<file path="config.mk">
export PLATFORM = sky130hd
export DESIGN_NAME = timebase_gen
export DESIGN_NICKNAME = d
export VERILOG_FILES = /design/src/rtl/timebase_gen.sv
export SDC_FILE = /design/constraint.sdc
export NUM_CORES = 1
export LEC_CHECK = 0
export CORE_MARGIN = 1.5
export CORE_UTILIZATION = 41
export DETAILED_ROUTE_END_ITERATION = 10
export PLACE_DENSITY = 0.6
export RECOVER_POWER = 100
export SLEW_MARGIN = 20
export SYNTH_ARGS = -nofsm -noshare
export SYNTH_HDL_FRONTEND = slang
export SYNTH_SLANG_ARGS = --single-unit
</file>
<file path="constraint.sdc">
create_clock -name clk -period 4.2 [get_ports clk]
set_input_delay 0.63 -clock clk [delete_from_list [all_inputs] [get_ports clk]]
set_output_delay 0.63 -clock clk [all_outputs]
set_load 0.05 [all_outputs]
</file>
<file path="src/rtl/timebase_gen.sv">
// timebase_gen: run-controlled prescaler with cascaded decade strobes.
//
// A prescaler counts 0..N-1 while running and unpaused, pulsing tick[0] on
// the cycle it wraps. Each further stage k is a decade counter that advances
// on tick[k-1] and pulses tick[k] when it wraps 9->0, so tick[k] fires once
// every 10^k prescaler periods, coincident with all lower strobes.
//
// Ports:
//   clk        in            single clock, rising edge
//   reset_n    in            synchronous active-low reset
//   start      in            pulse: IDLE/DONE -> RUN, clears counters, latches oneshot
//   stop       in            pulse: any state -> IDLE, clears counters
//   pause      in            level: freezes counting in RUN
//   oneshot    in            level, sampled on accepted start
//   div_load   in            pulse: captures div_value into the shadow divisor
//   div_value  in  [DIV_W]   new prescaler divisor (0 behaves as 1)
//   tick       out [STAGES]  one-cycle strobes, tick[0] = prescaler
//   busy       out           high in RUN (also while paused)
//   done       out           high in DONE
module timebase_gen #(
  parameter int unsigned DIV_W     = 18,
  parameter int unsigned DIV_RESET = 250000,
  parameter int unsigned STAGES    = 3
) (
  input  logic              clk,
  input  logic              reset_n,
  input  logic              start,
  input  logic              stop,
  input  logic              pause,
  input  logic              oneshot,
  input  logic              div_load,
  input  logic [DIV_W-1:0]  div_value,
  output logic [STAGES-1:0] tick,
  output logic              busy,
  output logic              done
);

  typedef enum logic [1:0] {StIdle, StRun, StDone} state_e;

  state_e           state_q, state_d;
  logic [DIV_W-1:0] presc_q, presc_d;
  logic [DIV_W-1:0] active_q, active_d;
  logic [DIV_W-1:0] shadow_q, shadow_d;
  logic             oneshot_q, oneshot_d;
  // Element 0 is unused and held at zero; stage k lives at index k.
  logic [3:0]       dec_q [STAGES];
  logic [3:0]       dec_d [STAGES];

  logic [DIV_W-1:0] n_m1;
  logic             advance;

  // Strobe decode: all strobes come from registered counts qualified by the
  // cycle actually advancing, so a pause or stop in a wrap cycle kills it.
  always_comb begin : strobe_decode
    logic carry;
    n_m1    = (active_q == '0) ? '0 : active_q - DIV_W'(1);
    advance = (state_q == StRun) && !stop && !pause;
    carry   = advance && (presc_q == n_m1);
    tick    = '0;
    tick[0] = carry;
    for (int k = 1; k < STAGES; k++) begin
      carry   = carry && (dec_q[k] == 4'd9);
      tick[k] = carry;
    end
  end

  always_comb begin : next_state
    state_d   = state_q;
    presc_d   = presc_q;
    dec_d     = dec_q;
    oneshot_d = oneshot_q;
    shadow_d  = div_load ? div_value : shadow_q;
    active_d  = active_q;

    if (stop) begin
      state_d = StIdle;
      presc_d = '0;
      for (int k = 0; k < STAGES; k++) dec_d[k] = '0;
    end else if (start && (state_q != StRun)) begin
      state_d   = StRun;
      presc_d   = '0;
      oneshot_d = oneshot;
      for (int k = 0; k < STAGES; k++) dec_d[k] = '0;
    end else if (advance) begin
      presc_d = tick[0] ? '0 : presc_q + DIV_W'(1);
      for (int k = 1; k < STAGES; k++) begin
        if (tick[k-1]) dec_d[k] = tick[k] ? 4'd0 : dec_q[k] + 4'd1;
      end
      // The wrap itself used the old divisor; a load in this same cycle
      // (already in shadow_d) governs the following period.
      if (tick[0]) active_d = shadow_d;
      if (tick[STAGES-1] && oneshot_q) begin
        state_d = StDone;
        presc_d = '0;
        for (int k = 0; k < STAGES; k++) dec_d[k] = '0;
      end
    end

    // Outside RUN there is no period in flight, so loads apply at once.
    if (state_q != StRun) active_d = shadow_d;

    dec_d[0] = '0;
  end

  always_ff @(posedge clk) begin
    if (!reset_n) begin
      state_q   <= StIdle;
      presc_q   <= '0;
      active_q  <= DIV_W'(DIV_RESET);
      shadow_q  <= DIV_W'(DIV_RESET);
      oneshot_q <= 1'b0;
      for (int k = 0; k < STAGES; k++) dec_q[k] <= '0;
    end else begin
      state_q   <= state_d;
      presc_q   <= presc_d;
      active_q  <= active_d;
      shadow_q  <= shadow_d;
      oneshot_q <= oneshot_d;
      for (int k = 0; k < STAGES; k++) dec_q[k] <= dec_d[k];
    end
  end

  assign busy = (state_q == StRun);
  assign done = (state_q == StDone);

endmodule

</file>
==> results.sh <==
export IMPL_run_status="finished, final reports clean"
export IMPL_overflow=0
export IMPL_vdd_drop_max_v=0.0001623
export IMPL_pin_count=30
export IMPL_tritoncts="built"
export IMPL_yosysSeqAreaShare=0.3379
export IMPL_slowest_stage="or4_4"
export IMPL_synthAdderAreaFrac=0.01949
export IMPL_synth_edf_count=0
export IMPL_hold_buffers=0
export IMPL_ys_ff_latch=65
export IMPL_tightestPinTransition_ps=1346
export IMPL_drv_slew=0
export IMPL_yosysUniqueCellTypes=67
export IMPL_viasPerCell=5.647
export IMPL_grt_max_degree=39
export IMPL_place_area_um2=4239
export IMPL_drtAntennaViolNets=0
export IMPL_hold_path_end="shadow_q[4]"
export IMPL_drt_iter0_drc=165
export IMPL_drt_first_pass_iters=4
export IMPL_arrival_ps=3420
export IMPL_synth_avg_cell_area_um2=8.935
export IMPL_crit_path_end_kind="output port"
export IMPL_r2r_cells=11
export IMPL_cp_start_kind="register"
export IMPL_cts_clk_slew_worst_paths_ps=80
export IMPL_die_x_um=99.92
export IMPL_fmax_ghz=0.2468
export IMPL_slowest_delay_ps=640
export IMPL_grt_pass1_wl_mm=14.96
export IMPL_die_area_um2=9984
export IMPL_synth_ff_type="dfxtp_1"
export IMPL_most_common_layout_cells="dfxtp_1 (65), nand2_1 (34), mux2i_1 (26)"
export IMPL_fin_area_um2=4516
export IMPL_cts_root_buf="clkbuf_8"
export IMPL_finalHoldViolCount=0
export IMPL_core_area_um2=9153
export IMPL_drcViolationCount=0
export IMPL_rrSetupSlack_ps=530
export IMPL_fin_worst_skew_ps=9.823
export IMPL_clock_path_buffers=2
export IMPL_gr_usage_all_layers=0.1903
export IMPL_synth_simple_area_share=0.3064
export IMPL_layout_drive_gt1_share=0.1089
export IMPL_routed_wl_mm=9.068
export IMPL_min_delay_start="shadow_q[4]"
export IMPL_holdWs_ps=462.3
export IMPL_synth_compound_area_frac=0.08999
export IMPL_yosysWarnings=0
export IMPL_syn_area_um2=3851
export IMPL_h_tree_depth=3
export IMPL_diodes=0
export IMPL_final_setup_viol_count=0
export IMPL_synth_area_leader_cell="dfxtp_1"
export IMPL_yosys_area_top_type_share=0.3379
export IMPL_netlist_top_cells_area="dfxtp_1 (34%), mux2i_1 (6.8%), mux2_1 (5.3%), xnor2_1 (3.6%), nand2_1 (3.4%)"
export IMPL_synth_fp_nets=462
export IMPL_start_util=0.4208
export IMPL_timing_rr_start="active_q[0]"
export IMPL_hpwl_mm=6.457
export IMPL_synth_mux_area_frac=0.1202
export IMPL_hold_path_depth=2
export IMPL_max_slew_margin_rel=0.1023
export IMPL_fillers=890
export IMPL_post_route_period_util=0.9649
export IMPL_numCtsBuffers=9
export IMPL_power_density_nw_per_um2=306.7
export IMPL_clk_insertion_delay_late_ps=360
export IMPL_antenna_found_initial=0
export IMPL_rr_endpoint="presc_q[0]"
export IMPL_nNetsFinal=485
export IMPL_min_path_type="reg -> reg"
export IMPL_worstPathCellList="or4_4 > nor3_2 > or4_1 > a21oi_1 > a311o_1 > a2111oi_4 > and4_4 > and2_1 > buf_12"
export IMPL_worstPathMaxFanout=12
export IMPL_worst_setup_path_type="reg -> out"
export IMPL_portBuffers=29
export IMPL_rows=35
export IMPL_power_leakage_nw=1.634
export IMPL_ys_async_sr_fraction=0
export IMPL_worstPathRequired_ps=3570
export IMPL_wl_per_cell_um=15.91
export IMPL_grt_pass1_vias=3075
export IMPL_fin_tns_setup_ps=0
export IMPL_dr_total_vias=3219
export IMPL_rsz0062_at_grt="no"
export IMPL_area_delta_synth_final_pct=17.25
export IMPL_die_height_um=99.92
export IMPL_finalPower_mw=1.385
export IMPL_final_util=0.4934
export IMPL_cap_violations=0
export IMPL_synth_top_family_by_area="simple AND/OR/NAND/NOR gates"
export IMPL_cts_sinks=65
export IMPL_synthXorXnorAreaFrac=0.08025
export IMPL_place_congestion=0.9186
export IMPL_fin_crit_ps=4053
export IMPL_final_common_cell="dfxtp_1"
export IMPL_synth_cells=431
-- power breakdown --
part	switching [mW]	internal [mW]	total, mW
sequential	0.0297	0.639	0.668
combinational	0.0824	0.0860	0.168
clock	0.269	0.279	0.548
total	0.381	1.00	1.38
-- worst max-delay path: cells and delay by family (launching register included) --
family | cells | cell delay [ps]
DFF | 1 | 460
and+or+nand+nor | 5 | 1610
AOI/OAI and AO/OA | 3 | 870
buffers and inverters | 1 | 140
-- Yosys cell counts (14+ instances only) --
master,number
nand2_1,35
and2_1,15
xnor2_1,16
dfxtp_1,65
nand3_1,16
nor3_1,25
xor2_1,14
mux2i_1,26
clkbuf_1,14
nor2_1,17
nor2b_1,17
inv_1,14
mux2_1,18
-- layout make-up --
class	count	area, um^2	area share
clock buffer	9	123.9	0.02743
clock inverter	7	77.57	0.01718
inverter	14	52.55	0.01164
multi-input combinational	327	2465	0.5459
sequential	65	1301	0.2882
tap	111	138.9	0.03076
timing repair buffer	37	356.6	0.07897
-- per-layer routing --
metal | vias to the layer above | routed length, um | global-route usage
met5 | - | 0 | 0
met4 | 0 | 202 | 0.07801
met3 | 18 | 473 | 0.04178
met2 | 78 | 4120 | 0.3077
met1 | 1521 | 4271 | 0.2462
li1 | 1602 | - | -
-- per-stage QoR --
| step | setup slack, ps | cells |
|---|---|---|
| floorplan | 219.6 | 431 |
| global placement | 333.1 | 553 |
| detailed placement | 215.3 | 553 |
| CTS | 8.696 | 569 |
| global route | 4.440 | 570 |
| finish | 147.4 | 570 |
-- how the worst max path moves through the flow --
stage           startpoint  endpoint  slack, ps  cells after the start
2_1_floorplan  active_q[0]   tick[2]        220                     12
3_3_place_gp   active_q[0]   tick[2]        330                     11
3_5_place_dp   active_q[0]   tick[2]        220                     11
4_1_cts        active_q[0]   tick[2]          9                     11
5_1_grt        active_q[0]   tick[2]          4                     11
6_report       active_q[6]   tick[2]        150                      9
-- sequential cells by signal, indices dropped and copies added, names as in the netlist --
register   count
active_q      18
dec_q          8
oneshot_q      1
presc_q       18
shadow_q      18
state_q        2
-- cell families (layout without fill, tap and decap cells) --
group	after synthesis	after routing
multiplexers	44	44
flip-flops	65	65
buffers and inverters	39	67
adder cells (fa/ha/maj)	6	6
AO/OA/AOI/OAI	47	47
AND/OR/NAND/NOR	198	198
XOR/XNOR	32	32
-- what timing repair did --
item / in CTS / in global routing
gates resized for setup: 7 / 13
buffers inserted: 0 / 1
cloned: 0 / 0
pin swaps: 1 / 3
setup endpoints to repair: 1 / 3
Note: power is estimated with default switching activity, not from simulation.
